--- src/rtl/flit_ejection_monitor_pkg.sv ---
// Shared flit encoding, error codes and FSM states for the ejection monitor.
// The head layout doubles as a generic 32-bit flit view (type bits in the same place).
package flit_ejection_monitor_pkg;

    localparam int TS_W  = 14;
    localparam int PID_W = 8;

    typedef enum logic [1:0] {
        FT_BODY = 2'b00,
        FT_HEAD = 2'b01,
        FT_TAIL = 2'b10,
        FT_ILL  = 2'b11
    } flit_type_e;

    typedef enum logic [2:0] {
        ERR_NONE       = 3'd0,
        ERR_UNEXPECTED = 3'd1,
        ERR_TRUNCATED  = 3'd2,
        ERR_MISROUTE   = 3'd3,
        ERR_ILLEGAL    = 3'd4,
        ERR_SHORT      = 3'd5,
        ERR_LONG       = 3'd6
    } err_code_e;

    typedef enum logic [1:0] {
        ST_IDLE,
        ST_BODY,
        ST_TAIL
    } state_e;

    typedef struct packed {
        flit_type_e       ftype;   // [31:30]
        logic [TS_W-1:0]  ts;      // [29:16]
        logic [3:0]       dest_x;  // [15:12]
        logic [3:0]       dest_y;  // [11:8]
        logic [PID_W-1:0] pid;     // [7:0]
    } head_t;

endpackage

--- src/rtl/flit_ejection_monitor_if.sv ---
// Flit channel between a router local output port and the ejection sink.
interface flit_ejection_monitor_if;
    logic [31:0] flit_in;
    logic        flit_valid;
    logic        flit_ready;

    modport master (output flit_in, flit_valid, input flit_ready);
    modport slave  (input flit_in, flit_valid, output flit_ready);
endinterface

--- src/rtl/flit_stats_accum.sv ---
// Saturating packet/latency/error statistics with a synchronous clear that
// takes priority over any event arriving in the same cycle.
module flit_stats_accum #(
    parameter int CNT_W = 16,
    parameter int SUM_W = 32,
    parameter int LAT_W = 14
) (
    input  logic             clk,
    input  logic             reset,
    input  logic             clear,
    input  logic             pkt_inc,
    input  logic [LAT_W-1:0] latency,
    input  logic             err_inc,
    output logic [CNT_W-1:0] pkt_count,
    output logic [SUM_W-1:0] lat_sum,
    output logic [LAT_W-1:0] lat_max,
    output logic [CNT_W-1:0] err_count
);

    localparam int               SUM_X   = SUM_W + 1;
    localparam logic [CNT_W-1:0] CNT_ONE = CNT_W'(1);

    logic [SUM_W:0] sum_ext;

    // One spare bit catches the carry so the sum can clamp at all-ones.
    assign sum_ext = {1'b0, lat_sum} + SUM_X'(latency);

    // NOTE: sequential state is written with non-blocking assignments so every
    // register samples pre-edge values, independent of statement order.
    always_ff @(posedge clk or posedge reset) begin
        if (reset) begin
            pkt_count <= '0;
            lat_sum   <= '0;
            lat_max   <= '0;
            err_count <= '0;
        end else if (clear) begin
            pkt_count <= '0;
            lat_sum   <= '0;
            lat_max   <= '0;
            err_count <= '0;
        end else begin
            if (pkt_inc) begin
                if (pkt_count != '1)
                    pkt_count <= pkt_count + CNT_ONE;
                lat_sum <= sum_ext[SUM_W] ? '1 : sum_ext[SUM_W-1:0];
                if (latency > lat_max)
                    lat_max <= latency;
            end
            if (err_inc && err_count != '1)
                err_count <= err_count + CNT_ONE;
        end
    end

endmodule

--- src/rtl/flit_ejection_monitor.sv ---
// Ejection-side sink: checks packet framing and destination, measures head-to-tail
// latency against a free-running timestamp, and reports pulses plus statistics.
module flit_ejection_monitor
    import flit_ejection_monitor_pkg::*;
#(
    parameter int MY_X       = 0,
    parameter int MY_Y       = 0,
    parameter int BODY_FLITS = 2,
    parameter int CNT_W      = 16,
    parameter int SUM_W      = 32
) (
    input  logic                    clk,
    input  logic                    reset,
    flit_ejection_monitor_if.slave  flit,
    input  logic                    sink_stall,
    input  logic                    clear_stats,
    output logic                    pkt_done,
    output logic [PID_W-1:0]        pkt_pid,
    output logic [TS_W-1:0]         pkt_latency,
    output logic [CNT_W-1:0]        pkt_count,
    output logic [SUM_W-1:0]        lat_sum,
    output logic [TS_W-1:0]         lat_max,
    output logic                    err_pulse,
    output logic [2:0]              err_code,
    output logic [CNT_W-1:0]        err_count
);

    localparam logic [3:0] MY_X4     = 4'(MY_X);
    localparam logic [3:0] MY_Y4     = 4'(MY_Y);
    localparam logic [4:0] BODY_LAST = 5'(BODY_FLITS);

    state_e           state, state_nxt;
    logic [3:0]       bcnt, bcnt_nxt;
    logic [TS_W-1:0]  ts_cnt;
    logic [TS_W-1:0]  head_ts;
    logic [PID_W-1:0] head_pid;
    logic             head_misrouted;

    head_t            fl;
    logic             xfer;
    logic             dest_bad;
    logic             load_head;
    logic             done_evt;
    logic             err_evt;
    err_code_e        err_nxt;
    logic [TS_W-1:0]  cur_latency;

    assign flit.flit_ready = ~sink_stall;
    assign xfer            = flit.flit_valid & ~sink_stall;
    assign fl              = head_t'(flit.flit_in);
    assign dest_bad        = (fl.dest_x != MY_X4) || (fl.dest_y != MY_Y4);
    assign cur_latency     = ts_cnt - head_ts;

    // NOTE: every signal driven here gets a default first, so no path can
    // leave one unassigned and infer a latch.
    always_comb begin
        state_nxt = state;
        bcnt_nxt  = bcnt;
        load_head = 1'b0;
        done_evt  = 1'b0;
        err_evt   = 1'b0;
        err_nxt   = ERR_NONE;
        if (xfer) begin
            case (fl.ftype)
                FT_HEAD: begin
                    // A head always starts a packet; truncation outranks misroute.
                    load_head = 1'b1;
                    bcnt_nxt  = '0;
                    state_nxt = (BODY_FLITS == 0) ? ST_TAIL : ST_BODY;
                    if (state != ST_IDLE) begin
                        err_evt = 1'b1;
                        err_nxt = ERR_TRUNCATED;
                    end else if (dest_bad) begin
                        err_evt = 1'b1;
                        err_nxt = ERR_MISROUTE;
                    end
                end
                FT_BODY: begin
                    case (state)
                        ST_IDLE: begin
                            err_evt = 1'b1;
                            err_nxt = ERR_UNEXPECTED;
                        end
                        ST_BODY: begin
                            bcnt_nxt = bcnt + 4'd1;
                            if (({1'b0, bcnt} + 5'd1) == BODY_LAST)
                                state_nxt = ST_TAIL;
                        end
                        default: begin
                            err_evt = 1'b1;
                            err_nxt = ERR_LONG;
                        end
                    endcase
                end
                FT_TAIL: begin
                    case (state)
                        ST_IDLE: begin
                            err_evt = 1'b1;
                            err_nxt = ERR_UNEXPECTED;
                        end
                        ST_BODY: begin
                            err_evt   = 1'b1;
                            err_nxt   = ERR_SHORT;
                            state_nxt = ST_IDLE;
                        end
                        default: begin
                            done_evt  = ~head_misrouted;
                            state_nxt = ST_IDLE;
                        end
                    endcase
                end
                default: begin
                    err_evt = 1'b1;
                    err_nxt = ERR_ILLEGAL;
                end
            endcase
        end
    end

    always_ff @(posedge clk or posedge reset) begin
        if (reset) begin
            state          <= ST_IDLE;
            bcnt           <= '0;
            ts_cnt         <= '0;
            head_ts        <= '0;
            head_pid       <= '0;
            head_misrouted <= 1'b0;
        end else begin
            state  <= state_nxt;
            bcnt   <= bcnt_nxt;
            ts_cnt <= ts_cnt + 14'd1;
            if (load_head) begin
                head_ts        <= fl.ts;
                head_pid       <= fl.pid;
                head_misrouted <= dest_bad;
            end
        end
    end

    always_ff @(posedge clk or posedge reset) begin
        if (reset) begin
            pkt_done    <= 1'b0;
            pkt_pid     <= '0;
            pkt_latency <= '0;
            err_pulse   <= 1'b0;
            err_code    <= ERR_NONE;
        end else begin
            pkt_done  <= done_evt;
            err_pulse <= err_evt;
            if (done_evt) begin
                pkt_pid     <= head_pid;
                pkt_latency <= cur_latency;
            end
            if (err_evt)
                err_code <= err_nxt;
        end
    end

    flit_stats_accum #(
        .CNT_W (CNT_W),
        .SUM_W (SUM_W),
        .LAT_W (TS_W)
    ) u_stats (
        .clk       (clk),
        .reset     (reset),
        .clear     (clear_stats),
        .pkt_inc   (done_evt),
        .latency   (cur_latency),
        .err_inc   (err_evt),
        .pkt_count (pkt_count),
        .lat_sum   (lat_sum),
        .lat_max   (lat_max),
        .err_count (err_count)
    );

endmodule

--- src/flat_wrapper.sv ---
// flat-port wrapper written by rule: the top's interface ports become plain ports
module flit_ejection_monitor_flat import flit_ejection_monitor_pkg::*;
#(
    parameter int MY_X       = 0,
    parameter int MY_Y       = 0,
    parameter int BODY_FLITS = 2,
    parameter int CNT_W      = 16,
    parameter int SUM_W      = 32
)
  (clk, reset, sink_stall, clear_stats, pkt_done, pkt_pid, pkt_latency, pkt_count, lat_sum, lat_max, err_pulse, err_code, err_count, flit_flit_in, flit_flit_valid, flit_flit_ready);
  flit_ejection_monitor_if flit_i ();
  input  logic clk;
  input  logic reset;
  input  logic sink_stall;
  input  logic clear_stats;
  output logic pkt_done;
  output logic [PID_W-1:0] pkt_pid;
  output logic [TS_W-1:0] pkt_latency;
  output logic [CNT_W-1:0] pkt_count;
  output logic [SUM_W-1:0] lat_sum;
  output logic [TS_W-1:0] lat_max;
  output logic err_pulse;
  output logic [2:0] err_code;
  output logic [CNT_W-1:0] err_count;
  input wire logic [$bits(flit_i.flit_in)-1:0] flit_flit_in;
  input wire logic [$bits(flit_i.flit_valid)-1:0] flit_flit_valid;
  output wire logic [$bits(flit_i.flit_ready)-1:0] flit_flit_ready;
  assign flit_i.flit_in = flit_flit_in;
  assign flit_i.flit_valid = flit_flit_valid;
  assign flit_flit_ready = flit_i.flit_ready;
  flit_ejection_monitor #(.MY_X(MY_X), .MY_Y(MY_Y), .BODY_FLITS(BODY_FLITS), .CNT_W(CNT_W), .SUM_W(SUM_W)) u_core (.clk(clk), .reset(reset), .flit(flit_i), .sink_stall(sink_stall), .clear_stats(clear_stats), .pkt_done(pkt_done), .pkt_pid(pkt_pid), .pkt_latency(pkt_latency), .pkt_count(pkt_count), .lat_sum(lat_sum), .lat_max(lat_max), .err_pulse(err_pulse), .err_code(err_code), .err_count(err_count));
endmodule
--- config.mk ---
export PLATFORM = sky130hd
export DESIGN_NAME = flit_ejection_monitor_flat
export DESIGN_NICKNAME = d
export VERILOG_FILES = /design/src/rtl/flit_ejection_monitor_pkg.sv /design/src/rtl/flit_ejection_monitor_if.sv /design/src/rtl/flit_stats_accum.sv /design/src/rtl/flit_ejection_monitor.sv /design/src/flat_wrapper.sv
export SDC_FILE = /design/constraint.sdc
export NUM_CORES = 1
export LEC_CHECK = 0
export CORE_MARGIN = 2
export CORE_UTILIZATION = 40
export DETAILED_ROUTE_END_ITERATION = 6
export PLACE_DENSITY_LB_ADDON = 0.3
export SLEW_MARGIN = 40
export SYNTH_ARGS = -nofsm -noshare
export SYNTH_HDL_FRONTEND = slang
export SYNTH_HIERARCHICAL = 1
export SYNTH_SLANG_ARGS = --single-unit
--- constraint.sdc ---
create_clock -name clk -period 4.4 [get_ports clk]
set_input_delay 0.44 -clock clk [delete_from_list [all_inputs] [get_ports clk]]
set_output_delay 0.44 -clock clk [all_outputs]
set_load 0.02 [all_outputs]
After elaboration in Yosys (flattened, before gate mapping)
Index checks and enable logic that the tools add are counted.
{"block": "word_totals", "inputBits": 37, "latchBits": 0, "ram_bits": 0, "romBits": 0, "memories": 0, "register_bits": 148}
{"block": "op_classes", "mux": 34, "n_addsub": 7, "n_div": 0, "shifts": 0, "mul": 0, "n_reduce_logical": 18, "eq_ne": 9, "n_bitwise": 3, "n_lt_le_gt_ge": 1}
{"cell": "2-to-1 mux 32 bit", "count": 3}
{"cell": "2-to-1 mux 16 bit", "count": 5}
{"cell": "2-to-1 mux 14 bit", "count": 3}
{"cell": "adder 32 x 14 -> 33 bit", "count": 1}
{"cell": "adder 16 x 1 -> 16 bit, second input constant", "count": 2}
{"cell": "inequality test 16 bit, second input constant", "count": 2}
{"cell": "adder 14 x 1 -> 14 bit, second input constant", "count": 1}
{"cell": "greater-than comparator 14 bit", "count": 1}
{"cell": "subtractor 14 bit", "count": 1}
{"cell": "case mux 3 bit (2 select lines)", "count": 2}
{"cell": "nonzero test 2 bit", "count": 6}
{"cell": "2-to-1 mux 1 bit", "count": 10}
{"cell": "case mux 3 bit (3 select lines)", "count": 1}
{"cell": "2-to-1 mux 2 bit", "count": 4}
{"cell": "case mux 4 bit (2 select lines)", "count": 1}
{"cell": "nonzero test 4 bit", "count": 2}
{"cell": "2-to-1 mux 3 bit", "count": 2}
{"cell": "case mux 2 bit (3 select lines)", "count": 1}
{"cell": "adder 4 x 1 -> 5 bit, second input constant", "count": 1}
{"cell": "== test 5 x 2 -> 1 bit, second input constant", "count": 1}
{"cell": "AND reduction 5 bit", "count": 1}
{"cell": "adder 4 x 1 -> 4 bit, second input constant", "count": 1}
{"cell": "== test 2 x 1 -> 1 bit, second input constant", "count": 2}
{"cell": "zero test 2 bit", "count": 2}
{"cell": "other kinds (13)", "count": 16}

Logic depth before layout (Yosys ltp)
{"block": "depth", "depth_word": 9, "depth_mapped": 19}

Modules after synthesis
The synthesis kept the hierarchy.
{"module": "flit_stats_accum", "n_inst": 1, "area_each_um2": 4802.1, "cells_each": 514}
{"module": "flit_ejection_monitor", "n_inst": 1, "area_each_um2": 3540.9, "cells_each": 306}

Least setup slack after synthesis
OpenSTA, ideal clock, no wires.
{"block": "synth_path", "path_kind": "register to register", "startpoint": "register u_core.ts_cnt[0]", "endpoint": "register u_core.u_stats.lat_sum[17]", "synth_period_minus_slack_ps": 3737, "t_required_ps": 4335, "n_path_buf": 1, "setup_ps": 65, "setup_slack_ps": 663, "t_arrival_ps": 3672, "path_stages_with_launch": 19, "path_cell_list": "dfrtp_1 > inv_1 > ha_1 > inv_1 > fa_1 > a21oi_1 > o21ai_1 > a21oi_1 > o22ai_1 > xor2_1 > ha_1 > clkbuf_1 > nor3_1 > a211oi_2 > inv_2 > a2111oi_4 > nor2_2 > a31oi_1 > o21a_1"}
{"block": "synth_via", "elab_chain_cells": 5}
{"element": "start, declared", "line_no": "flit_ejection_monitor.sv:34", "rtl": "logic [TS_W-1:0] ts_cnt;"}
{"element": "start signal, assigned", "line_no": "flit_ejection_monitor.sv:131", "rtl": "ts_cnt <= ts_cnt + 14'd1;"}
{"element": "subtractor 14 bit", "line_no": "flit_ejection_monitor.sv:52", "rtl": "assign cur_latency = ts_cnt - head_ts;"}
{"element": "net u_core.cur_latency[12]", "line_no": "flit_ejection_monitor.sv:46", "rtl": "logic [TS_W-1:0] cur_latency;"}
{"element": "adder 32 x 14 -> 33 bit", "line_no": "flit_stats_accum.sv:26", "rtl": "assign sum_ext = {1'b0, lat_sum} + SUM_X'(latency);"}
{"element": "2-to-1 mux 32 bit", "line_no": "flit_stats_accum.sv:45", "rtl": "lat_sum <= sum_ext[SUM_W] ? '1 : sum_ext[SUM_W-1:0];"}
{"element": "2-to-1 mux 32 bit", "line_no": "flit_stats_accum.sv:42", "rtl": "if (pkt_inc) begin"}
{"element": "2-to-1 mux 32 bit", "line_no": "flit_stats_accum.sv:36", "rtl": "end else if (clear) begin"}
{"element": "end signal, assigned", "line_no": "flit_stats_accum.sv:45"}
{"element": "end, declared", "line_no": "flit_stats_accum.sv:15", "rtl": "output logic [SUM_W-1:0] lat_sum,"}
The timed path passes the listed nets, and every way through them passes these cells. The select of a mux whose other input is x is not followed.
A chain may end at the register's enable or synchronous reset.

Worst setup path after layout
{"block": "layout_path", "startpoint": "register u_core.ts_cnt[0]", "endpoint": "register u_core.u_stats.lat_sum[25]"}
Same word-level chain as after synthesis.

==> metrics.md <==
| Metric | Value |
|---|---|
| Run status | finished, final reports clean |
| Overall routed net length | 20920 um |
| Gr ovfl total | 0 |
| Required time at the endpoint of the critical path | 4.69 ns |
| Tightest Pin Transition | 0.7163 ns |
| Core Box Area | 20360 um2 |
| Cells after synthesis | 820 |
| Total of fill cells in the finished design | 1833 |
| Tot GR Track Use | 19.64% |
| Mapped Area | 8343 um2 |
| Met2 track demand over resource in global routing | 30.97% |
| Area overhead of the layout relative to synthesis | 29.63% |
| Post-route antenna net violation count | 0 |
| Final instance area | 10820 um2 |
| Nets@finish | 1068 |
| # port buffers | 142 |
| Antenna Diode Count | 0 |
| Clock Tree Buf Depth | 2 |
| Cell variety after synth | 74 |
| Max-capacitance violation count | 0 |
| Die Area | 22030 um2 |
| Final Hold Violating Endpoints | 0 |
| Initial antenna violation count | 0 |
| Number of DRC violations after detailed-routing iteration 0 | 391 |
| Share of the synthesized area in the top cell type | 44.39% |
| Vert. Die Dim | 148.4 um |
| Total of endpoints with negative setup slack in the final report | 0 |
| Setup Crit Path Kind | reg2reg |
| Total nets after synthesis | 909 |
| I/O pins | 143 |
| Number of detailed-routing iterations run before antenna repair | 5 |
| Library cell with the largest summed area after synthesis | dfrtp_1 |
| Insertion delay to the later sink of the worst-skew pair | 0.43 ns |
| Total half-perimeter wirelength after legalization and detailed placement | 15390 um |
| Met3 capacity usage during global routing | 5.613% |
| Setup repair after global routing missed its margin | no |
| Cell Area, Placed | 10150 um2 |
| Startpoint type of the worst setup path | flip-flop |
| Clock-pin slew of the registers on the worst-case setup and hold paths | 0.06 ns |
| Starting density of the core | 40.97% |
| Cell chosen for the clock root | clkbuf_16 |
| Sequential fraction of the synthesis area | 44.39% |
| First-pass GRT wire length | 34510 um |
| Number of synthesis warnings | 6 |
| List of most frequent post-synthesis cells | 148 x dfrtp_1, 90 x nor2_1, 59 x nand2_1 |
| # hold bufs at CTS | 0 |
| Highest achievable clock rate | 0.2441 GHz |
| Cell types occupying the most area after synthesis | dfrtp_1 44%, ha_1 7.5%, mux2_2 5.9% |
| Number of register bits inferred by synthesis | 148 |
| Post-synth ARST share | 100.0% |
| Via count of the first global-routing pass | 6684 |
| Synthesized area per cell | 10.17 um2 |
| Most instantiated flip-flop cell in the synthesis netlist | dfrtp_1 |
| Leak pwr | 0.004645 uW |
| Avg WL per Cell | 16.58 um |
| Pin count of the biggest net entering global routing | 51 |
| Post-detailed-route DRC marker count | 0 |
| Final count of pins violating max slew | 0 |
| Clock tree from TritonCTS | built |
| Crit path capture type | flip-flop |
| Most frequent cell after synthesis | dfrtp_1 |
| EDFF count, synth | 0 |
| P per Cell Area | 370.3 nW/um2 |
| Detail-routed via count per cell | 5.349 |
| Total CTS buffers | 17 |
| Busiest layer in global routing | met2 |
| Horizontal die dimension | 148.4 um |
| Post-route clock period utilization | 93.10% |
| Data arrival time of the critical path | 4.39 ns |
| Maximum fanout along the worst path | 5 |
| H-Tree Depth | 4 |
| Worst slew slack as a fraction of its limit | 51.81% |
| Core Rows | 52 |
| Hold crit path type | in2async |
| Final critical path time including I/O delays and setup | 4.096 ns |
| Maximum vdd drop | 0.0002818 V |
| Final worst clock skew | 0.01098 ns |
| Share of final-layout standard cells stronger than drive strength 1 | 13.61% |
| Sinks on Clock Net | 148 |
| GR Util met1 | 26.13% |
| Sum of negative setup slack | 0 ns |
| Routed vias | 6750 |
| Final Wtd Congestion | 0.8895 |
cell type report:
type | instances | area (um2) | area share [%]
clock buffer | 17 | 425.4 | 3.933
clock inverter | 15 | 182.7 | 1.689
inverter | 46 | 173.9 | 1.608
multi-input combinational | 602 | 4408 | 40.76
sequential | 148 | 3704 | 34.24
tap | 270 | 337.8 | 3.124
timing repair buffer | 164 | 1584 | 14.65
path summary, 6_finish.rpt:
path                                    startpoint                          end  slack (ns)  cells past startpoint
worst min-delay path                         reset           u_core/err_code[0]        0.44                      2
worst max register to register    u_core/ts_cnt[0]   u_core/u_stats/lat_sum[25]        0.30                     17
worst max-delay path              u_core/ts_cnt[0]   u_core/u_stats/lat_sum[25]        0.30                     17
min in group clk                       clear_stats  u_core/u_stats/pkt_count[7]        0.48                      2
max in group asynchronous                    reset   u_core/u_stats/lat_max[13]        2.92                      3
worst min register to register  u_core/head_pid[5]            u_core/pkt_pid[5]        0.49                      1
critical path, stage by stage (launching register included):
cell,delay [ns]
dfrtp_1,0.41
inv_1,0.09
ha_1,0.17
inv_1,0.05
fa_1,0.39
a21oi_1,0.21
o21ai_1,0.13
a21oi_2,0.21
o21ai_1,0.12
xor2_2,0.19
ha_1,0.39
a21oi_1,0.28
o21ai_0,0.13
a221o_1,0.33
o31ai_1,0.44
o21ai_0,0.16
a21oi_1,0.19
nor3_1,0.06
what timing repair did:
action	4_1_cts	5_1_grt
resized for setup	0	5
endpoints found under the setup margin	0	21
buffers inserted	0	4
cells in the final DEF, fill, tap and decap left out, types with 6 or more instances in the layout:
cell             netlist  routed
dfrtp_1              148     148
clkdlybuf4s50_1        0     141
nor2_1                90      90
nand2_1               59      59
ha_1                  50      50
mux2_2                44      44
inv_1                 45      43
a21oi_1               38      37
nand3_1               30      30
xor2_1                32      30
xnor2_1               30      30
buf_4                  0      23
o21ai_0               23      23
mux2i_1               18      18
clkbuf_16              0      17
nand4_1               17      17
nor3_1                17      17
and3_1                15      15
a211oi_1              11      11
a311oi_1              11      11
and4_1                10      10
a21o_1                 9       9
inv_6                  0       7
a31oi_1                8       7
nor2b_1                6       6
power breakdown:
group	switching (uW)	total [uW]	internal (uW)
sequential	71.7	1530	1460
combinational	556	974	418
clock	640	1500	860
state kept, by name, indices dropped and copies added (netlist names):
signal,flops
u_core/ts_cnt,14
u_core/bcnt,4
u_core/u_stats/pkt_count,16
u_core/state,2
u_core/head_ts,14
u_core/pkt_done,1
u_core/head_misrouted,1
u_core/u_stats/lat_max,14
u_core/head_pid,8
u_core/pkt_pid,8
u_core/err_pulse,1
u_core/u_stats/lat_sum,32
u_core/u_stats/err_count,16
u_core/err_code,3
u_core/pkt_latency,14
metrics by stage:
step / hold WS, ns / setup WS, ns / std cells / power (uW) / utilization [%]
final: 0.4388 / 0.3038 / 1262 / 4004 / 53.11
after global routing: 0.4926 / 0.002987 / 1262 / 4230 / 53.11
after CTS: 0.4489 / 0.1324 / 1258 / 4030 / 52.83
after detailed placement: 0.4829 / 0.2258 / 1226 / 2510 / 49.84
after global placement: 0.4776 / 0.3354 / 1226 / 2502 / 49.83
after floorplan: 0.4630 / 0.6630 / 820 / 2194 / -
per-layer routing:
| layer | wire length (um) | vias to the layer above |
|---|---|---|
| li1 | - | 3259 |
| met1 | 9496 | 3284 |
| met2 | 9667 | 183 |
| met3 | 1381 | 24 |
| met4 | 376 | 0 |
| met5 | 0 | - |
cell families after synthesis:
family                     count (synthesis)  share of synthesized area [%]
and+or+nand+nor                          271                          16.18
AOI/OAI and AO/OA                        152                          13.08
DFF                                      148                          44.39
buffers and inverters                     70                          3.254
muxes                                     64                          8.413
xor gates and xnor gates                  63                          6.704
adders and majority gates                 52                          7.978
No activity file was read; power rests on OpenSTA's default activity.
